### config.mk
export PLATFORM = sky130hd
export DESIGN_NAME = ins_fetch_ctrl
export DESIGN_NICKNAME = d
export VERILOG_FILES = /design/src/rtl/fetch_pkg.sv /design/src/rtl/fetch_queue.sv /design/src/rtl/ins_fetch_ctrl.sv
export SDC_FILE = /design/constraint.sdc
export NUM_CORES = 1
export LEC_CHECK = 0
export ABC_CLOCK_PERIOD_IN_PS = 2150
export CORE_MARGIN = 2
export CORE_UTILIZATION = 49
export CTS_BUF_LIST = sky130_fd_sc_hd__clkbuf_8 sky130_fd_sc_hd__clkbuf_16
export DETAILED_ROUTE_END_ITERATION = 8
export GPL_TIMING_DRIVEN = 0
export HOLD_SLACK_MARGIN = 0.1
export PLACE_DENSITY = 0.76
export SYNTH_ARGS = -nofsm -noshare
export SYNTH_HDL_FRONTEND = slang
export SYNTH_SLANG_ARGS = --single-unit
### constraint.sdc
create_clock -name clk -period 2.15 [get_ports clk]
set_clock_uncertainty 0.15 [all_clocks]
set_input_delay 0.43 -clock clk [delete_from_list [all_inputs] [get_ports clk]]
set_output_delay 0.43 -clock clk [all_outputs]
set_load 0.02 [all_outputs]
### src/rtl/fetch_pkg.sv
// Purpose : shared types and constants for the instruction fetch controller.
// Latency : n/a (declarations only).
// Backpr. : n/a.
package fetch_pkg;

   // Fetch controller FSM states.
   typedef enum logic {
      RUN    = 1'b0,
      HALTED = 1'b1
   } fetch_state_t;

   localparam int unsigned PC_STEP          = 4;
   localparam int unsigned DBG_STARVE_LIMIT = 4;
   localparam int unsigned QUEUE_DEPTH      = 2;
   localparam int unsigned STARVE_CNT_W     = $clog2(DBG_STARVE_LIMIT + 1);

   // Sequential fetch address; wraps modulo 2^32.
   function automatic logic [31:0] next_pc(input logic [31:0] pc);
      return pc + 32'(PC_STEP);
   endfunction

endpackage

### src/rtl/fetch_queue.sv
// Purpose : 2-entry prefetch FIFO of {pc, inst} words with push, pop, flush and count.
// Latency : a pushed word is visible at the head the cycle after the push edge.
// Backpr. : push is dropped when full unless a pop happens in the same cycle.
//
// Ports: push/push_dat write an entry, pop removes the head, flush empties the
// queue (wins over push/pop); head_vld/head_dat present the oldest entry
// (head_dat is zero when empty); count is the current occupancy.
module fetch_queue
   import fetch_pkg::*;
#(
   parameter int unsigned WIDTH = 64
) (
   input  logic             clk,
   input  logic             rst_n,
   input  logic             push,
   input  logic [WIDTH-1:0] push_dat,
   input  logic             pop,
   input  logic             flush,
   output logic             head_vld,
   output logic [WIDTH-1:0] head_dat,
   output logic [1:0]       count
);

   logic [WIDTH-1:0] ent0;   // head
   logic [WIDTH-1:0] ent1;   // second entry
   logic [1:0]       cnt;
   logic             do_pop;
   logic             do_push;

   // Guard against caller misuse: never pop empty, never overfill.
   assign do_pop  = pop & (cnt != 2'd0);
   assign do_push = push & ((cnt < 2'(QUEUE_DEPTH)) | do_pop);

   always_ff @(posedge clk or negedge rst_n) begin
      if (!rst_n) begin
         ent0 <= '0;
         ent1 <= '0;
         cnt  <= 2'd0;
      end else if (flush) begin
         cnt <= 2'd0;
      end else begin
         case ({do_push, do_pop})
            2'b10: begin
               if (cnt == 2'd0) ent0 <= push_dat;
               else             ent1 <= push_dat;
               cnt <= cnt + 2'd1;
            end
            2'b01: begin
               ent0 <= ent1;
               cnt  <= cnt - 2'd1;
            end
            2'b11: begin
               // Occupancy unchanged; the new word lands behind the survivor.
               if (cnt == 2'd1) begin
                  ent0 <= push_dat;
               end else begin
                  ent0 <= ent1;
                  ent1 <= push_dat;
               end
            end
            default: ;
         endcase
      end
   end

   assign head_vld = (cnt != 2'd0);
   assign head_dat = head_vld ? ent0 : '0;
   assign count    = cnt;

endmodule

### src/rtl/ins_fetch_ctrl.sv
// Purpose : owns the fetch PC, drives the combinational imem read port and feeds IF/ID.
// Latency : fetched word valid the cycle after its fetch edge; redirect target valid after N+1.
// Backpr. : out_ready=0 lets the 2-entry queue fill, then fetch stalls and fetch_pc holds.
//
// Ports: clk/rst_n (async active-low); mem_addr/mem_data imem read port;
// redirect_valid/redirect_pc from EX; halt/halt_pc from decode; go resumes;
// out_valid/out_ready/out_inst/out_pc toward IF/ID; halted status.
// Optional macro FETCH_DEBUG_PORT_EN adds dbg_req/dbg_addr/dbg_gnt/dbg_data,
// a debug reader that shares the memory port with starvation protection.
module ins_fetch_ctrl
   import fetch_pkg::*;
#(
   parameter int unsigned DATA_WIDTH = 32,
   parameter int unsigned ADDR_WIDTH = 10,
   parameter logic [31:0] RESET_PC   = 32'h0000_0000
) (
   input  logic                  clk,
   input  logic                  rst_n,
   output logic [ADDR_WIDTH-1:0] mem_addr,
   input  logic [DATA_WIDTH-1:0] mem_data,
   input  logic                  redirect_valid,
   input  logic [31:0]           redirect_pc,
   input  logic                  halt,
   input  logic [31:0]           halt_pc,
   input  logic                  go,
   output logic                  out_valid,
   input  logic                  out_ready,
   output logic [DATA_WIDTH-1:0] out_inst,
   output logic [31:0]           out_pc,
   output logic                  halted
`ifdef FETCH_DEBUG_PORT_EN
  ,input  logic                  dbg_req,
   input  logic [ADDR_WIDTH-1:0] dbg_addr,
   output logic                  dbg_gnt,
   output logic [DATA_WIDTH-1:0] dbg_data
`endif
);

   localparam int unsigned Q_W = 32 + DATA_WIDTH;

   fetch_state_t          state;
   fetch_state_t          state_nxt;
   logic [31:0]           fetch_pc;
   logic [31:0]           fetch_pc_nxt;

   logic                  q_vld;
   logic [Q_W-1:0]        q_head;
   logic [1:0]            q_count;
   logic                  pop;
   logic                  flush;
   logic                  fetch_wanted;
   logic                  fetch;
   logic                  dbg_win;
   logic [ADDR_WIDTH-1:0] pc_word_addr;

   assign pc_word_addr = fetch_pc[ADDR_WIDTH+1:2];

   assign pop = out_valid & out_ready;

   // A fetch slot exists whenever nothing higher priority claims the cycle and
   // the queue has room (a same-cycle pop frees one).
   assign fetch_wanted = (state == RUN) & ~redirect_valid & ~halt &
                         ((q_count < 2'(QUEUE_DEPTH)) | pop);
   assign fetch        = fetch_wanted & ~dbg_win;

   assign flush = redirect_valid | (halt & (state == RUN));

   // ---------------------------------------------------------------- FSM
   always_ff @(posedge clk or negedge rst_n) begin
      if (!rst_n) begin
         state    <= RUN;
         fetch_pc <= RESET_PC;
      end else begin
         state    <= state_nxt;
         fetch_pc <= fetch_pc_nxt;
      end
   end

   always_comb begin
      state_nxt    = state;
      fetch_pc_nxt = fetch_pc;
      halted       = (state == HALTED);
      if (redirect_valid) begin
         state_nxt    = RUN;
         fetch_pc_nxt = redirect_pc;
      end else begin
         case (state)
            RUN: begin
               if (halt) begin
                  state_nxt    = HALTED;
                  fetch_pc_nxt = halt_pc;
               end else if (fetch) begin
                  fetch_pc_nxt = next_pc(fetch_pc);
               end
            end
            HALTED: begin
               if (go) state_nxt = RUN;
            end
            default: state_nxt = RUN;
         endcase
      end
   end

   // ---------------------------------------------------------------- queue
   fetch_queue #(
      .WIDTH (Q_W)
   ) u_queue (
      .clk      (clk),
      .rst_n    (rst_n),
      .push     (fetch),
      .push_dat ({fetch_pc, mem_data}),
      .pop      (pop),
      .flush    (flush),
      .head_vld (q_vld),
      .head_dat (q_head),
      .count    (q_count)
   );

   assign out_valid = q_vld & (state == RUN);
   assign out_pc    = q_head[Q_W-1:DATA_WIDTH];
   assign out_inst  = q_head[DATA_WIDTH-1:0];

   // ---------------------------------------------------------------- debug port
`ifdef FETCH_DEBUG_PORT_EN
   logic [STARVE_CNT_W-1:0] starve_cnt;

   // After DBG_STARVE_LIMIT consecutive ungranted cycles the debug reader
   // takes the port for one cycle regardless of fetch demand.
   assign dbg_win  = dbg_req & (starve_cnt >= STARVE_CNT_W'(DBG_STARVE_LIMIT));
   assign dbg_gnt  = dbg_req & (dbg_win | ~fetch_wanted);
   assign mem_addr = dbg_gnt ? dbg_addr : pc_word_addr;
   assign dbg_data = dbg_gnt ? mem_data : '0;

   always_ff @(posedge clk or negedge rst_n) begin
      if (!rst_n) begin
         starve_cnt <= '0;
      end else if (!dbg_req || dbg_gnt) begin
         starve_cnt <= '0;
      end else if (starve_cnt < STARVE_CNT_W'(DBG_STARVE_LIMIT)) begin
         starve_cnt <= starve_cnt + 1'b1;
      end
   end
`else
   assign dbg_win  = 1'b0;
   assign mem_addr = pc_word_addr;
`endif

endmodule

==> metrics.cfg <==
[outcome]
status=finished with violations
violations=setup timing

[detailed_routing]
vias=7172
drc_errors=0
drt-total-wl_mm=23.6
drtAntennaViolNets=0
drtPass1Iterations=5
avgViaCountPerCell=5.63
drt_iter0_drc=448
routedWlPerCell_um=18.5

[setup_path]
path_max_fanout=7
path_cells=inv_2 -> ha_4 -> clkbuf_16 -> clkbuf_16 -> nor2b_1 -> buf_4
endpoint_kind=output pin
arrival_ns=1.70
crit_path_start=u_queue.count[1]
cp_common_cell=clkbuf_16
required_ns=1.57
cp_slowest_cell=dfrtp_1
r2r-start=u_queue.count[1]
cp_top_family=buffers and inverters
start_kind=flop
cp.buffers_inverters=4
critPathMaxStageDelay_ns=0.37
worstSetupPathType=reg2out

[global_route]
overflow=0
track_usage_pct=25.3
grt_pass1_wl_mm=35.8
grt_pass1_vias=6691
grt_antenna_before_repair=0
grt_start_max_net_pins=114

[clock_tree]
cts_htree_levels=4
cts_tree=built
root_buffer=clkbuf_16
clk_latency_ns=0.43
clock-sinks=163
clockBufferDepth=2
clkTransAtPathRegs_ns=0.06
cts_made_buffers=17

[power_and_ir_drop]
irDropWorstVdd_uv=563
p_int_w=0.00744
p_sw_share_pct=30.5
finalPower_w=0.0107
p_comb_share_pct=28.5
leakage_nw=5.15
clkPwrFrac_pct=27.9
switching_power_w=0.00326
cellPowerDensity_mw_per_mm2=897
seqPwrFrac_pct=43.6

[die]
initial_core_util_pct=49.6
dieArea_mm2=0.0184
die_height_um=136
rows=48
die_w_um=136
fp.coreArea_mm2=0.0171
io_pins=178

[min_path]
hp-class=reg2reg
worstHoldStart=u_queue.ent0[35]

[cells_and_area]
final_cells=1274
area_delta_synth_final_pct=40.3
drive_gt1_share_pct=25.1
fin_nets=1142
diodes=0

[placement]
dp_hpwl_mm=16.2
place_ws_ns=-1.06
placedCellCount=1222
port_buffers=177
gp_congestion=0.890

[yosys]
async_flop_share_pct=100
synth-edff-count=0
synth_area_mm2=0.00850
syn-num-nets=924
avgSynthCellArea_um2=10.4
yosysTopAreaCell=dfrtp_1
synth_ff_type=dfrtp_1
yosys_warnings=0
synthTopCellsByArea=dfrtp_1, mux2i_1, mux2_1
synth_top_area_share_pct=48.0
yosysUniqueCellTypes=60
synth_seq_cells=163
ys_seq_area_share_pct=48.0
synthCells=819

[sta]
setup-tns-final_ns=-3.56
rsz0062_at_grt=true
slew_viol_final=0
tightest_slew_ns=0.592
setup_viol=61
hold_viol_final=0
fin_hold_ws_ns=0.327
max_clock_freq_mhz=438
worst_slew_margin_rel_pct=60.5
layout_min_cycle_time_ns=2.28
setup_ws_ns=-0.134
fin_crit_sh_pct=106

[run]
maxCapViolations=0

## cell families after synthesis
kind of cell             count (synthesis)  synth area share (%)
multiplexers                           133                  16.6
flip-flops                             163                  48.0
AND/OR/NAND/NOR                        243                  15.2
XOR/XNOR                                 1                 0.103
adder cells (fa/ha/maj)                  3                 0.442
buffers and inverters                   81                  5.89
AO/OA/AOI/OAI                          195                  13.8
## path summary, 6_finish.rpt
path,endpoint,slack [ns],depth (start not counted)
worst max-delay path,out_inst[26],-0.13,6
worst min-delay path,u_queue.ent0[35],0.33,2
worst max register to register,u_queue.ent0[13],0.05,10
worst min register to register,u_queue.ent0[35],0.33,2
max in group asynchronous,u_queue.ent1[0],0.59,3
min in group asynchronous,u_queue.ent0[34],0.35,2
## sequential cells by signal (all words and copies together), names as in the netlist
name and cells:
fetch_pc 32, halted 1, u_queue.count 2, u_queue.ent0 64
u_queue.ent1 64
## worst reg2reg max path: cells and delay by family (launching register included)
kind                     cells  cell delay, ns
buffers and inverters        4            0.55
flip-flops                   1            0.37
AO/OA/AOI/OAI                2            0.25
multiplexers                 1            0.25
AND/OR/NAND/NOR              2            0.22
adder cells (fa/ha/maj)      1            0.19
## cells in the final DEF, fill, tap and decap left out, types with 25 or more instances in the layout
master | Yosys | final
buf_6 | 5 | 39
o21ai_1 | 88 | 88
nor2b_1 | 67 | 29
dfrtp_1 | 163 | 157
buf_4 | 14 | 58
nand2_1 | 103 | 101
mux2i_1 | 73 | 68
nor2b_4 | 0 | 30
mux2_1 | 53 | 53
clkbuf_16 | 0 | 26
a21oi_1 | 27 | 25
clkdlybuf4s50_1 | 0 | 105
## cell usage after synthesis (14+ instances only)
cell	n
a21oi_1	27
mux2i_1	73
nand2_1	103
nor2b_1	67
buf_4	14
dfrtp_1	163
clkbuf_1	26
buf_2	19
mux2_1	53
nor2_1	17
o21ai_1	88
o21ai_0	15
## repair_timing
action	in CTS	in global routing
pin swaps	2	4
gates cloned	2	7
endpoints found under the hold margin	50	0
buffers inserted	6	5
hold buffers	1	0
endpoints found under the setup margin	194	159
resized for setup	401	109
## stage by stage
| step | util, % | area, um^2 |
|---|---|---|
| global placement | 61.6 | 10500 |
| finish | 69.6 | 11900 |
| CTS | 66.4 | 11400 |
| floorplan | - | 8500 |
| detailed placement | 61.8 | 10600 |
| global route | 69.6 | 11900 |
## power by group through the flow
| stage | registers [W] | clock network, W | logic (W) |
|---|---|---|---|
| 2_1_floorplan | 0.00450 | 0 | 0.00171 |
| 3_3_place_gp | 0.00462 | 0 | 0.00253 |
| 3_5_place_dp | 0.00468 | 0 | 0.00261 |
| 4_1_cts | 0.00462 | 0.00301 | 0.00277 |
| 5_1_grt | 0.00479 | 0.00316 | 0.00330 |
| 6_report | 0.00466 | 0.00298 | 0.00305 |
## layout make-up
| class | instances | area [um^2] |
|---|---|---|
| flip-flops and latches | 163 | 4090 |
| plain buffers | 73 | 674 |
| inverters | 8 | 30.0 |
| multi-input cells | 575 | 4270 |
| clock inverters | 10 | 97.6 |
| repair buffers | 199 | 2000 |
| clock buffers | 21 | 480 |
| well taps | 225 | 282 |
| fillers | 1301 | 5200 |
## layer usage
layer / routed length, um / vias up / part of all wire (%) / global-route usage (%)
li1: - / 3345 / - / -
met1: 10000 / 3520 / 43 / 35.2
met2: 11300 / 279 / 48 / 39.5
met3: 1880 / 28 / 8.0 / 6.43
met4: 401 / 0 / 1.7 / 6.83
met5: 0 / - / 0 / 0
Note: power is estimated with default switching activity, not from simulation.
